## src/rtl/mem_access_if.sv

```systemverilog
// Data-memory request/acknowledge bus between the memory stage (master) and data memory (slave).
interface mem_access_if #(
  parameter int unsigned DATA_W = 24
);
  logic              mem_req;
  logic              mem_we;
  logic [DATA_W-1:0] mem_addr;
  logic [DATA_W-1:0] mem_wdata;
  logic [DATA_W-1:0] mem_rdata;
  logic              mem_ack;

  modport master (
    output mem_req,
    output mem_we,
    output mem_addr,
    output mem_wdata,
    input  mem_rdata,
    input  mem_ack
  );

  modport slave (
    input  mem_req,
    input  mem_we,
    input  mem_addr,
    input  mem_wdata,
    output mem_rdata,
    output mem_ack
  );
endinterface

```

## src/rtl/mem_access_stage.sv

```systemverilog
// Memory stage: passes ALU results to MEM/WB, runs loads/stores over a req/ack bus with a
// bounded timeout, and stalls upstream while an access is outstanding.
module mem_access_stage #(
  parameter int unsigned DATA_W  = 24,
  parameter int unsigned TIMEOUT = 15
) (
  input  logic              clk,
  input  logic              rst,
  input  logic              writeback_enable,
  input  logic              mem_read_enable,
  input  logic              mem_write_enable,
  input  logic [DATA_W-1:0] alu_result,
  input  logic [DATA_W-1:0] write_data,
  mem_access_if.master      mem,
  output logic              stall,
  output logic              writeback_enable_out,
  output logic [DATA_W-1:0] writeback_data_out,
  output logic              mem_error
);

  localparam int unsigned CntW = $clog2(TIMEOUT + 1);

  typedef enum logic [0:0] {StIdle, StAccess} state_e;

  state_e            state_q, state_d;
  logic [CntW-1:0]   cnt_q, cnt_d;
  logic              req_q, req_d;
  logic              we_q, we_d;
  logic [DATA_W-1:0] addr_q, addr_d;
  logic [DATA_W-1:0] wdata_q, wdata_d;
  logic              wb_cap_q, wb_cap_d;
  logic              wb_en_q, wb_en_d;
  logic [DATA_W-1:0] wb_data_q, wb_data_d;
  logic              err_q, err_d;

  always_comb begin
    state_d   = state_q;
    cnt_d     = cnt_q;
    req_d     = req_q;
    we_d      = we_q;
    addr_d    = addr_q;
    wdata_d   = wdata_q;
    wb_cap_d  = wb_cap_q;
    wb_en_d   = 1'b0;
    wb_data_d = wb_data_q;
    err_d     = 1'b0;
    stall     = 1'b0;

    unique case (state_q)
      StIdle: begin
        if (mem_read_enable && mem_write_enable) begin
          err_d = 1'b1;
        end else if (mem_read_enable || mem_write_enable) begin
          stall    = 1'b1;
          state_d  = StAccess;
          addr_d   = alu_result;
          wdata_d  = write_data;
          we_d     = mem_write_enable;
          wb_cap_d = writeback_enable;
          req_d    = 1'b1;
          cnt_d    = CntW'(1);
        end else begin
          wb_en_d   = writeback_enable;
          wb_data_d = alu_result;
        end
      end
      StAccess: begin
        if (mem.mem_ack) begin
          state_d = StIdle;
          req_d   = 1'b0;
          cnt_d   = '0;
          if (!we_q) begin
            wb_en_d   = wb_cap_q;
            wb_data_d = mem.mem_rdata;
          end
        end else if (cnt_q == CntW'(TIMEOUT)) begin
          // Instruction is dropped: release upstream in the same cycle the error is decided.
          state_d = StIdle;
          req_d   = 1'b0;
          cnt_d   = '0;
          err_d   = 1'b1;
        end else begin
          stall = 1'b1;
          cnt_d = cnt_q + CntW'(1);
        end
      end
      default: state_d = StIdle;
    endcase
  end

  always_ff @(posedge clk or posedge rst) begin
    if (rst) begin
      state_q   <= StIdle;
      cnt_q     <= '0;
      req_q     <= 1'b0;
      we_q      <= 1'b0;
      addr_q    <= '0;
      wdata_q   <= '0;
      wb_cap_q  <= 1'b0;
      wb_en_q   <= 1'b0;
      wb_data_q <= '0;
      err_q     <= 1'b0;
    end else begin
      state_q   <= state_d;
      cnt_q     <= cnt_d;
      req_q     <= req_d;
      we_q      <= we_d;
      addr_q    <= addr_d;
      wdata_q   <= wdata_d;
      wb_cap_q  <= wb_cap_d;
      wb_en_q   <= wb_en_d;
      wb_data_q <= wb_data_d;
      err_q     <= err_d;
    end
  end

  assign mem.mem_req           = req_q;
  assign mem.mem_we            = we_q;
  assign mem.mem_addr          = addr_q;
  assign mem.mem_wdata         = wdata_q;
  assign writeback_enable_out  = wb_en_q;
  assign writeback_data_out    = wb_data_q;
  assign mem_error             = err_q;

endmodule
```

## src/flat_wrapper.sv

```systemverilog
// flat-port wrapper written by rule: the top's interface ports become plain ports
module mem_access_stage_flat 
#(
  parameter int unsigned DATA_W  = 24,
  parameter int unsigned TIMEOUT = 15
)
  (clk, rst, writeback_enable, mem_read_enable, mem_write_enable, alu_result, write_data, stall, writeback_enable_out, writeback_data_out, mem_error, mem_mem_req, mem_mem_we, mem_mem_addr, mem_mem_wdata, mem_mem_rdata, mem_mem_ack);
  mem_access_if #(.DATA_W(DATA_W)) mem_i ();
  input  logic clk;
  input  logic rst;
  input  logic writeback_enable;
  input  logic mem_read_enable;
  input  logic mem_write_enable;
  input  logic [DATA_W-1:0] alu_result;
  input  logic [DATA_W-1:0] write_data;
  output logic stall;
  output logic writeback_enable_out;
  output logic [DATA_W-1:0] writeback_data_out;
  output logic mem_error;
  output wire logic [$bits(mem_i.mem_req)-1:0] mem_mem_req;
  output wire logic [$bits(mem_i.mem_we)-1:0] mem_mem_we;
  output wire logic [$bits(mem_i.mem_addr)-1:0] mem_mem_addr;
  output wire logic [$bits(mem_i.mem_wdata)-1:0] mem_mem_wdata;
  input wire logic [$bits(mem_i.mem_rdata)-1:0] mem_mem_rdata;
  input wire logic [$bits(mem_i.mem_ack)-1:0] mem_mem_ack;
  assign mem_mem_req = mem_i.mem_req;
  assign mem_mem_we = mem_i.mem_we;
  assign mem_mem_addr = mem_i.mem_addr;
  assign mem_mem_wdata = mem_i.mem_wdata;
  assign mem_i.mem_rdata = mem_mem_rdata;
  assign mem_i.mem_ack = mem_mem_ack;
  mem_access_stage #(.DATA_W(DATA_W), .TIMEOUT(TIMEOUT)) u_core (.clk(clk), .rst(rst), .writeback_enable(writeback_enable), .mem_read_enable(mem_read_enable), .mem_write_enable(mem_write_enable), .alu_result(alu_result), .write_data(write_data), .mem(mem_i), .stall(stall), .writeback_enable_out(writeback_enable_out), .writeback_data_out(writeback_data_out), .mem_error(mem_error));
endmodule
```

## config.mk

```make
export PLATFORM = sky130hd
export DESIGN_NAME = mem_access_stage_flat
export DESIGN_NICKNAME = d
export VERILOG_FILES = /design/src/rtl/mem_access_if.sv /design/src/rtl/mem_access_stage.sv /design/src/flat_wrapper.sv
export SDC_FILE = /design/constraint.sdc
export NUM_CORES = 1
export LEC_CHECK = 0
export BUFFER_PORTS_ARGS = -buffer_cell sky130_fd_sc_hd__buf_2
export CORE_UTILIZATION = 50
export DETAILED_ROUTE_END_ITERATION = 12
export PLACE_DENSITY = 0.82
export SYNTH_ARGS = -nofsm -noshare
export SYNTH_HDL_FRONTEND = slang
export SYNTH_SLANG_ARGS = --single-unit
```

## constraint.sdc

```tcl
create_clock -name clk -period 6.6 [get_ports clk]
set_input_delay 1.32 -clock clk [delete_from_list [all_inputs] [get_ports clk]]
set_output_delay 1.32 -clock clk [all_outputs]
set_load 0.03 [all_outputs]
```

==> results.sh, run 1 <==
export IMPL_min_period_ps=3547
export IMPL_synth_flop_cell="dfrtp_1"
export IMPL_maxSlewViolCount=0
export IMPL_postRouteAntennaNets=0
export IMPL_synth_top_area_share_pct=52.20
export IMPL_cp_data_required_time_ps=5280
export IMPL_timing_slew_headroom_pct=24.91
export IMPL_yosysWarnings=0
export IMPL_final_nets=464
export IMPL_drt_iter0_markers=101
export IMPL_synth_seq_cells=82
export IMPL_syn_inst=228
export IMPL_insertion_delay_ps=340
export IMPL_finalCritPeriodShare_pct=53.74
export IMPL_seq_area_mm2=0.002053
export IMPL_p_per_area_mw_per_mm2=465.1
export IMPL_yosys_top_cells_count="mux2_4 (95), dfrtp_1 (82), buf_6 (10), inv_1 (4), mux2_2 (4)"
export IMPL_grt_overflow=0
export IMPL_synth_edf_count=0
export IMPL_clkTransAtPathRegs_ps=70
export IMPL_row_count=31
export IMPL_synth_avg_cell_area_um2=17.24
export IMPL_yosysMostFrequentCell="mux2_4"
export IMPL_wire_per_inst_um=16.30
export IMPL_netlist_cell_type_count=27
export IMPL_fin_skew_ps=12.14
export IMPL_tightest_slew_ps=1122
export IMPL_rsz0062_at_grt="false"
export IMPL_multiInputGateArea_mm2=0.001717
export IMPL_synth_area_leaders="dfrtp_1 (52%), mux2_4 (36%), buf_6 (2.9%), mux2_2 (1.1%), buf_12 (1.0%)"
export IMPL_cp_slowest_cell="ha_1"
export IMPL_synth_area_mm2=0.003931
export IMPL_diodes=0
export IMPL_initial_utilization_pct=53.07
export IMPL_wl_um=7922
export IMPL_setup_slack_ps=3053
export IMPL_worst_setup_path_end_kind="primary output"
export IMPL_seq_area_frac_synth_pct=52.20
export IMPL_outcome="finished clean"
export IMPL_cts_buffers_inserted=9
export IMPL_drive_above_1_share_pct=71.32
export IMPL_hold_viol=0
export IMPL_clkSinkCount=82
export IMPL_core_area_mm2=0.007408
export IMPL_start_kind="primary input"
export IMPL_post_route_util_pct=66.19
export IMPL_io_buffers=154
export IMPL_via_per_inst=4.979
export IMPL_ctsResizeCount=0
export IMPL_clockBufferDepth=2
export IMPL_gp_congestion=0.7798
export IMPL_fp_dieW_um=90.67
export IMPL_root_buffer="clkbuf_8"
export IMPL_yosysTopAreaCell="dfrtp_1"
export IMPL_worst_path_most_repeated_cell="buf_2"
export IMPL_routed_via_count=2420
export IMPL_grt_pass1_vias=2536
export IMPL_worst_setup_path_type="in2out"
export IMPL_place_ws_ps=3046
export IMPL_cp_arrival_ps=2230
export IMPL_nFillCells=574
export IMPL_drv_cap=0
export IMPL_grt_usage_pct=20.09
export IMPL_setup_violations=0
export IMPL_drc=0
export IMPL_ctsHoldBuffers=0
export IMPL_reg2reg_slack_ps=4240
export IMPL_io_pins=155
export IMPL_crit_chain="buf_2 -> inv_1 -> ha_1 -> nor2b_4 -> a21o_1 -> buf_2"
export IMPL_syn_num_nets=309
export IMPL_dieArea_mm2=0.008221
export IMPL_leakagePower_nw=2.555
export IMPL_grt_max_degree=83
export IMPL_die_h_um=90.67
export IMPL_hold_path_class="reg2reg"
export IMPL_ir_drop_mv=0.2203
export IMPL_cts_tree="done"
export IMPL_fmax_mhz=281.9
export IMPL_grt_pass1_wl_um=12980
export IMPL_critPathMaxFanout=3
export IMPL_slowest_delay_ps=260
export IMPL_h_tree_depth=3
export IMPL_fin_tns_setup_ps=0
export IMPL_synthArstFlopShare_pct=100.0
export IMPL_post_cts_buffers=0
export IMPL_dp_hpwl_um=5497
export IMPL_area_growth_pct=24.73
export IMPL_antenna_found_initial=0
export IMPL_dr_pass1_iters=4
layer usage:
| metal | vias up | global-route usage, % | part of all wire (%) |
|---|---|---|---|
| met5 | - | 0 | 0 |
| met4 | 0 | 6.720 | 1.4 |
| met3 | 10 | 3.872 | 5.0 |
| met2 | 92 | 34.53 | 50 |
| met1 | 1203 | 25.35 | 43 |
| li1 | 1115 | - | - |
path summary, 6_finish.rpt:
kind,start,to,cells past startpoint
min in group asynchronous,rst,u_core.mem.mem_addr[7]$_DFFE_PP0P_,3
worst max register to register,u_core.state_q$_DFF_PP0_,u_core.writeback_data_out[23]$_DFFE_PP0P_,2
worst max-delay path,mem_write_enable,stall,6
max in group asynchronous,rst,u_core.state_q$_DFF_PP0_,3
worst min-delay path,u_core.mem.mem_addr[5]$_DFFE_PP0P_,u_core.mem.mem_addr[5]$_DFFE_PP0P_,1
worst min register to register,u_core.mem.mem_addr[5]$_DFFE_PP0P_,u_core.mem.mem_addr[5]$_DFFE_PP0P_,1
per-stage QoR:
| stage | area, um2 | power [mW] | std cells | hold WS, ps |
|---|---|---|---|---|
| 2_1_floorplan | 3931 | 1.640 | 228 | 472.5 |
| 3_3_place_gp | 4696 | 1.885 | 471 | 486.5 |
| 3_5_place_dp | 4696 | 1.910 | 471 | 486.7 |
| 4_1_cts | 4903 | 2.302 | 486 | 511.4 |
| 5_1_grt | 4903 | 2.389 | 486 | 521.0 |
| 6_report | 4903 | 2.280 | 486 | 506.2 |
where the power goes:
part           internal (mW)  total, mW  switching [mW]
clock network          0.211      0.385           0.174
registers              0.694      0.828           0.134
logic                  0.475       1.07           0.594
registers in the layout, indices dropped and copies added, names as in the netlist:
signal	cells
u_core.mem.mem_addr	24
u_core.mem.mem_wdata	24
u_core.writeback_data_out	24
u_core.cnt_q	4
u_core.mem.mem_req	1
u_core.mem.mem_we	1
u_core.mem_error	1
u_core.state_q	1
u_core.wb_cap_q	1
u_core.writeback_enable_out	1
layout make-up:
class,instances,area share [%]
clock buffers,10,2.603
clock inverters,5,1.633
inverters,4,0.3317
multi-input cells,130,35.01
flip-flops and latches,82,41.87
well taps,99,2.526
repair buffers,156,16.02
worst max-delay path: cells and delay by family:
kind | cells | cell delay [ps]
compound gates | 1 | 200
buf+inv | 3 | 320
fa+ha+maj | 1 | 260
simple gates | 1 | 130
cell families (layout without fill, tap and decap cells):
family	after synthesis	in the layout	synth area share, %
flip-flops	82	82	52.20
multiplexers	99	99	37.43
AO/OA/AOI/OAI	10	10	1.878
AND/OR/NAND/NOR	18	18	3.279
adder cells (fa/ha/maj)	3	3	0.9549
buffers and inverters	16	175	4.265
cells in the final DEF, fill, tap and decap left out, drive strengths merged, types with 2 or more instances in the layout:
| cell type | count |
|---|---|
| clkinv | 2 |
| nand2b | 2 |
| clkinvlp | 2 |
| nor2b | 2 |
| dfrtp | 82 |
| mux2 | 99 |
| nand3 | 3 |
| nor2 | 2 |
| nand2 | 3 |
| buf | 156 |
| o21ai | 4 |
| clkbuf | 10 |
| inv | 3 |
| a21oi | 2 |
| bufinv | 2 |
| ha | 3 |
No activity file was read; power rests on OpenSTA's default activity.
==> run 2: changes to the inputs <==
--- a/config.mk
+++ b/config.mk
@@ -6,9 +6,9 @@
 export NUM_CORES = 1
 export LEC_CHECK = 0
 export BUFFER_PORTS_ARGS = -buffer_cell sky130_fd_sc_hd__buf_2
-export CORE_UTILIZATION = 50
+export CORE_UTILIZATION = 49
 export DETAILED_ROUTE_END_ITERATION = 12
-export PLACE_DENSITY = 0.82
+export PLACE_DENSITY = 0.8
 export SYNTH_ARGS = -nofsm -noshare
 export SYNTH_HDL_FRONTEND = slang
 export SYNTH_SLANG_ARGS = --single-unit
==> constraint.sdc (replaced) <==
create_clock -name clk -period 3.65 [get_ports clk]
set_input_delay 0.73 -clock clk [delete_from_list [all_inputs] [get_ports clk]]
set_output_delay 0.73 -clock clk [all_outputs]
set_load 0.03 [all_outputs]
==> results.sh, run 2 (synthesized netlist as in run 1, its figures left out) <==
export IMPL_outcome="finished clean"
export IMPL_grt_max_degree=41
export IMPL_wire_per_inst_um=15.90
export IMPL_drive_above_1_share_pct=71.94
export IMPL_grt_pass1_wl_um=12700
export IMPL_final_nets=468
export IMPL_met1_usage_pct=25.66
export IMPL_diodes=0
export IMPL_clockBufferDepth=2
export IMPL_whs_ps=470.6
export IMPL_clkPwrFrac_pct=16.2
export IMPL_clkSinkCount=82
export IMPL_start_kind="flip-flop"
export IMPL_critPathMaxFanout=17
export IMPL_routed_via_count=2407
export IMPL_gr_usage_met2_pct=31.52
export IMPL_hold_path_class="in2async"
export IMPL_worst_setup_path_type="reg2out"
export IMPL_fmax_mhz=411.7
export IMPL_dp_cells=478
export IMPL_maxSlewViolCount=0
export IMPL_swShare_pct=40.14
export IMPL_dr_pass1_iters=5
export IMPL_postRouteAntennaNets=0
export IMPL_clkTransAtPathRegs_ps=80
export IMPL_fp_dieW_um=91.57
export IMPL_post_route_util_pct=63.84
export IMPL_ir_drop_mv=0.4943
export IMPL_p_per_area_mw_per_mm2=828.7
export IMPL_seqPwrFrac_pct=36.2
export IMPL_drv_cap=0
export IMPL_antenna_found_initial=0
export IMPL_busiest_layer="met2"
export IMPL_internal_power_mw=2.448
export IMPL_p_sw_mw=1.641
export IMPL_gp_congestion=0.7194
export IMPL_combPwrFrac_pct=47.6
export IMPL_cp_arrival_ps=1700
export IMPL_drt_iter0_markers=41
export IMPL_fin_area_mm2=0.004933
export IMPL_fin_cells=494
export IMPL_cp_data_required_time_ps=2920
export IMPL_insertion_delay_ps=330
export IMPL_ctsResizeCount=0
export IMPL_cts_tree="done"
export IMPL_h_tree_depth=3
export IMPL_io_pins=155
export IMPL_fin_tns_setup_ps=0
export IMPL_root_buffer="clkbuf_8"
export IMPL_tightest_slew_ps=686.8
export IMPL_grt_usage_pct=19.53
export IMPL_place_area_mm2=0.004730
export IMPL_initial_utilization_pct=50.87
export IMPL_core_area_mm2=0.007727
export IMPL_area_growth_pct=25.49
export IMPL_worst_setup_path_end_kind="primary output"
export IMPL_post_cts_buffers=0
export IMPL_setup_slack_ps=1221
export IMPL_cts_buffers_inserted=9
export IMPL_grt_overflow=0
export IMPL_dp_hpwl_um=5748
export IMPL_layout_commonest_cell="buf_2"
export IMPL_finalPower_mw=4.089
export IMPL_rsz0062_at_grt="false"
export IMPL_leakagePower_nw=2.583
export IMPL_io_buffers=154
export IMPL_drc=0
export IMPL_met3_usage_pct=5.276
export IMPL_ctsHoldBuffers=0
export IMPL_final_cell_mix="buf_2 (154), mux2_4 (95), dfrtp_1 (81), clkbuf_8 (10), buf_4 (6)"
export IMPL_wl_um=7856
export IMPL_hold_viol=0
export IMPL_place_ws_ps=1269
export IMPL_grt_pass1_vias=2543
export IMPL_min_period_ps=2429
export IMPL_timing_slew_headroom_pct=54.16
export IMPL_finalCritPeriodShare_pct=66.54
export IMPL_row_count=32
export IMPL_fin_skew_ps=7.580
export IMPL_die_h_um=91.57
export IMPL_via_per_inst=4.872
export IMPL_setup_violations=0
export IMPL_dieArea_mm2=0.008385
run 2: critical path, stage by stage, from the launching register on:
cell and delay [ps]:
dfrtp_2 720, and2b_1 290, a21o_1 150, buf_2 190
run 2: routing by layer:
metal | part of all wire (%) | vias up | routed length [um]
met5 | 0 | - | 0
met4 | 1.2 | 0 | 91
met3 | 6.2 | 11 | 487
met2 | 48 | 90 | 3772
met1 | 45 | 1186 | 3504
li1 | - | 1120 | -
run 2: path summary, 6_finish.rpt:
check | depth (start not counted) | to | slack [ps] | start
max | 3 | stall | 1220 | u_core.state_q$_DFF_PP0_
min | 2 | u_core.mem.mem_addr[8]$_DFFE_PP0P_ | 470 | rst
max reg2reg | 3 | u_core.writeback_data_out[23]$_DFFE_PP0P_ | 1750 | u_core.state_q$_DFF_PP0_
min reg2reg | 1 | u_core.mem.mem_wdata[9]$_DFFE_PP0P_ | 510 | u_core.mem.mem_wdata[9]$_DFFE_PP0P_
max in group asynchronous | 3 | u_core.state_q$_DFF_PP0_ | 2410 | rst
min in group clk | 1 | u_core.mem.mem_wdata[9]$_DFFE_PP0P_ | 510 | u_core.mem.mem_wdata[9]$_DFFE_PP0P_
run 2: power groups by stage:
stage / clock network, mW / registers (mW) / logic, mW
2_1_floorplan: 0 / 2.12 / 0.842
3_3_place_gp: 0 / 1.48 / 1.93
3_5_place_dp: 0 / 1.49 / 1.96
4_1_cts: 0.681 / 1.49 / 1.96
5_1_grt: 0.716 / 1.53 / 2.03
6_report: 0.660 / 1.48 / 1.95
run 2: layout make-up:
type                    instances  area (um2)
fillers                       588        2794
inverters                       4       16.27
clock inverters                 6       66.31
well taps                     102       127.6
clock buffers                  10       137.6
flip-flops and latches         82        2053
repair buffers                160       815.8
multi-input cells             130        1717
==> run 3: changes to the inputs <==
==> constraint.sdc (replaced) <==
create_clock -name clk -period 2.4 [get_ports clk]
set_input_delay 0.48 -clock clk [delete_from_list [all_inputs] [get_ports clk]]
set_output_delay 0.48 -clock clk [all_outputs]
set_load 0.03 [all_outputs]
==> results.sh, run 3 (synthesized netlist as in run 1, its figures left out) <==
export IMPL_outcome="finished clean"
export IMPL_cts_tree="done"
export IMPL_ctsResizeCount=0
export IMPL_worst_setup_path_type="reg2out"
export IMPL_leakagePower_nw=2.570
export IMPL_h_tree_depth=3
export IMPL_worst_setup_path_end_kind="primary output"
export IMPL_antenna_found_initial=0
export IMPL_crit_chain="ha_1 -> nand3_1 -> a21o_1 -> buf_2"
export IMPL_via_per_inst=4.949
export IMPL_hold_path_class="in2async"
export IMPL_cp_top_family="flip-flops"
export IMPL_final_cell_mix="buf_2 (154), mux2_4 (95), dfrtp_1 (81), clkbuf_8 (9)"
export IMPL_diodes=0
export IMPL_tightest_slew_ps=431.4
export IMPL_fin_tns_setup_ps=0
export IMPL_io_buffers=154
export IMPL_grt_pass1_wl_um=13400
export IMPL_finalPower_mw=6.095
export IMPL_routed_via_count=2445
export IMPL_layout_commonest_cell="buf_2"
export IMPL_grt_usage_pct=20.90
export IMPL_fmax_mhz=489.9
export IMPL_io_pins=155
export IMPL_rr_startpoint="u_core.state_q$_DFF_PP0_"
export IMPL_min_period_ps=2041
export IMPL_wire_per_inst_um=16.55
export IMPL_post_cts_buffers=0
export IMPL_clkTransAtPathRegs_ps=80
export IMPL_drive_above_1_share_pct=71.94
export IMPL_area_growth_pct=25.56
export IMPL_cp_num_buf_inv=1
export IMPL_seqPwrFrac_pct=36.8
export IMPL_finalCritPeriodShare_pct=85.06
export IMPL_fp_dieW_um=91.57
export IMPL_crit_start="u_core.cnt_q[0]$_DFFE_PP0P_"
export IMPL_dieArea_mm2=0.008385
export IMPL_drv_cap=0
export IMPL_grt_overflow=0
export IMPL_dp_hpwl_um=5972
export IMPL_root_buffer="clkbuf_8"
export IMPL_postRouteAntennaNets=0
export IMPL_final_nets=469
export IMPL_cp_arrival_ps=1560
export IMPL_clockBufferDepth=2
export IMPL_timing_slew_headroom_pct=71.24
export IMPL_cp_data_required_time_ps=1920
export IMPL_critPathMaxFanout=5
export IMPL_combPwrFrac_pct=49.5
export IMPL_insertion_delay_ps=340
export IMPL_drt_iter0_markers=26
export IMPL_die_h_um=91.57
export IMPL_dr_pass1_iters=4
export IMPL_initial_utilization_pct=50.87
export IMPL_maxSlewViolCount=0
export IMPL_ctsHoldBuffers=0
export IMPL_clkPwrFrac_pct=13.7
export IMPL_cts_buffers_inserted=9
export IMPL_swShare_pct=41.01
export IMPL_core_area_mm2=0.007727
export IMPL_cp_slowest_cell="dfrtp_1"
export IMPL_wl_um=8177
export IMPL_ir_drop_mv=0.5480
export IMPL_p_per_area_mw_per_mm2=1235
export IMPL_p_sw_mw=2.499
export IMPL_fin_skew_ps=8.556
export IMPL_post_route_util_pct=63.88
export IMPL_clkSinkCount=82
export IMPL_gp_congestion=0.7484
export IMPL_internal_power_mw=3.596
export IMPL_row_count=32
export IMPL_start_kind="flip-flop"
export IMPL_grt_max_degree=46
export IMPL_grt_pass1_vias=2672
export IMPL_drc=0
export IMPL_rsz0062_at_grt="false"
export IMPL_hold_viol=0
export IMPL_setup_violations=0
export IMPL_slowest_delay_ps=420
-- run 3: cell count changes in the layout (fill, tap and decap cells not counted) --
cell and change:
buf_4 -2, clkinvlp_4 +3, bufinv_16 -1, clkbuf_8 -1
buf_12 +3, clkinv_2 +1, clkinv_4 -3
-- run 3: power groups by stage --
stage,clock network [mW],registers (mW),logic (mW)
2_1_floorplan,0,3.23,1.28
4_1_cts,0.857,2.24,3.05
6_report,0.835,2.24,3.02
5_1_grt,0.923,2.31,3.16
3_3_place_gp,0,2.22,2.99
3_5_place_dp,0,2.25,3.05
-- run 3: through the flow --
| step | hold slack (ps) | area (um2) | setup WS [ps] | cells |
|---|---|---|---|---|
| finish | 127.2 | 4936 | 358.7 | 494 |
| global route | 130.8 | 4936 | 287.1 | 494 |
| CTS | 121.7 | 4936 | 367.9 | 494 |
| detailed placement | 485.7 | 4777 | 428.1 | 479 |
| global placement | 486.4 | 4777 | 471.7 | 479 |
| floorplan | 472.5 | 3935 | 479.5 | 228 |
-- run 3: cell type report --
cell class,instances,area (um2)
Clock inverter,6,35.03
Inverter,4,18.77
Fill cell,601,2791
Tap cell,102,127.6
Sequential cell,82,2053
Timing Repair Buffer,161,860.8
Multi-Input combinational cell,130,1717
Clock buffer,9,123.9
-- run 3: path summary, 6_finish.rpt --
check	end	slack [ps]	depth (start not counted)
min reg2reg	u_core.mem.mem_wdata[9]$_DFFE_PP0P_	510	1
max in group asynchronous	u_core.mem.mem_wdata[5]$_DFFE_PP0P_	1660	3
max	stall	360	4
min	u_core.mem.mem_wdata[12]$_DFFE_PP0P_	130	2
max reg2reg	u_core.writeback_data_out[23]$_DFFE_PP0P_	680	5
min in group clk	u_core.mem.mem_wdata[1]$_DFFE_PP0P_	370	2
-- run 3: worst reg2reg max path: stages (launching register included) --
cell and delay, ps:
dfrtp_2 470, buf_4 350, nand3b_4 120, o21ai_4 80
buf_12 230, mux2_2 370
-- run 3: per-layer routing --
metal | share of wire [%] | vias to the layer above | track usage [%] | wire length [um]
met5 | 0 | - | 0 | 0
met4 | 1.9 | 0 | 8.069 | 158
met3 | 5.7 | 15 | 4.941 | 463
met2 | 49 | 90 | 34.59 | 3981
met1 | 44 | 1217 | 26.49 | 3573
li1 | - | 1123 | - | -
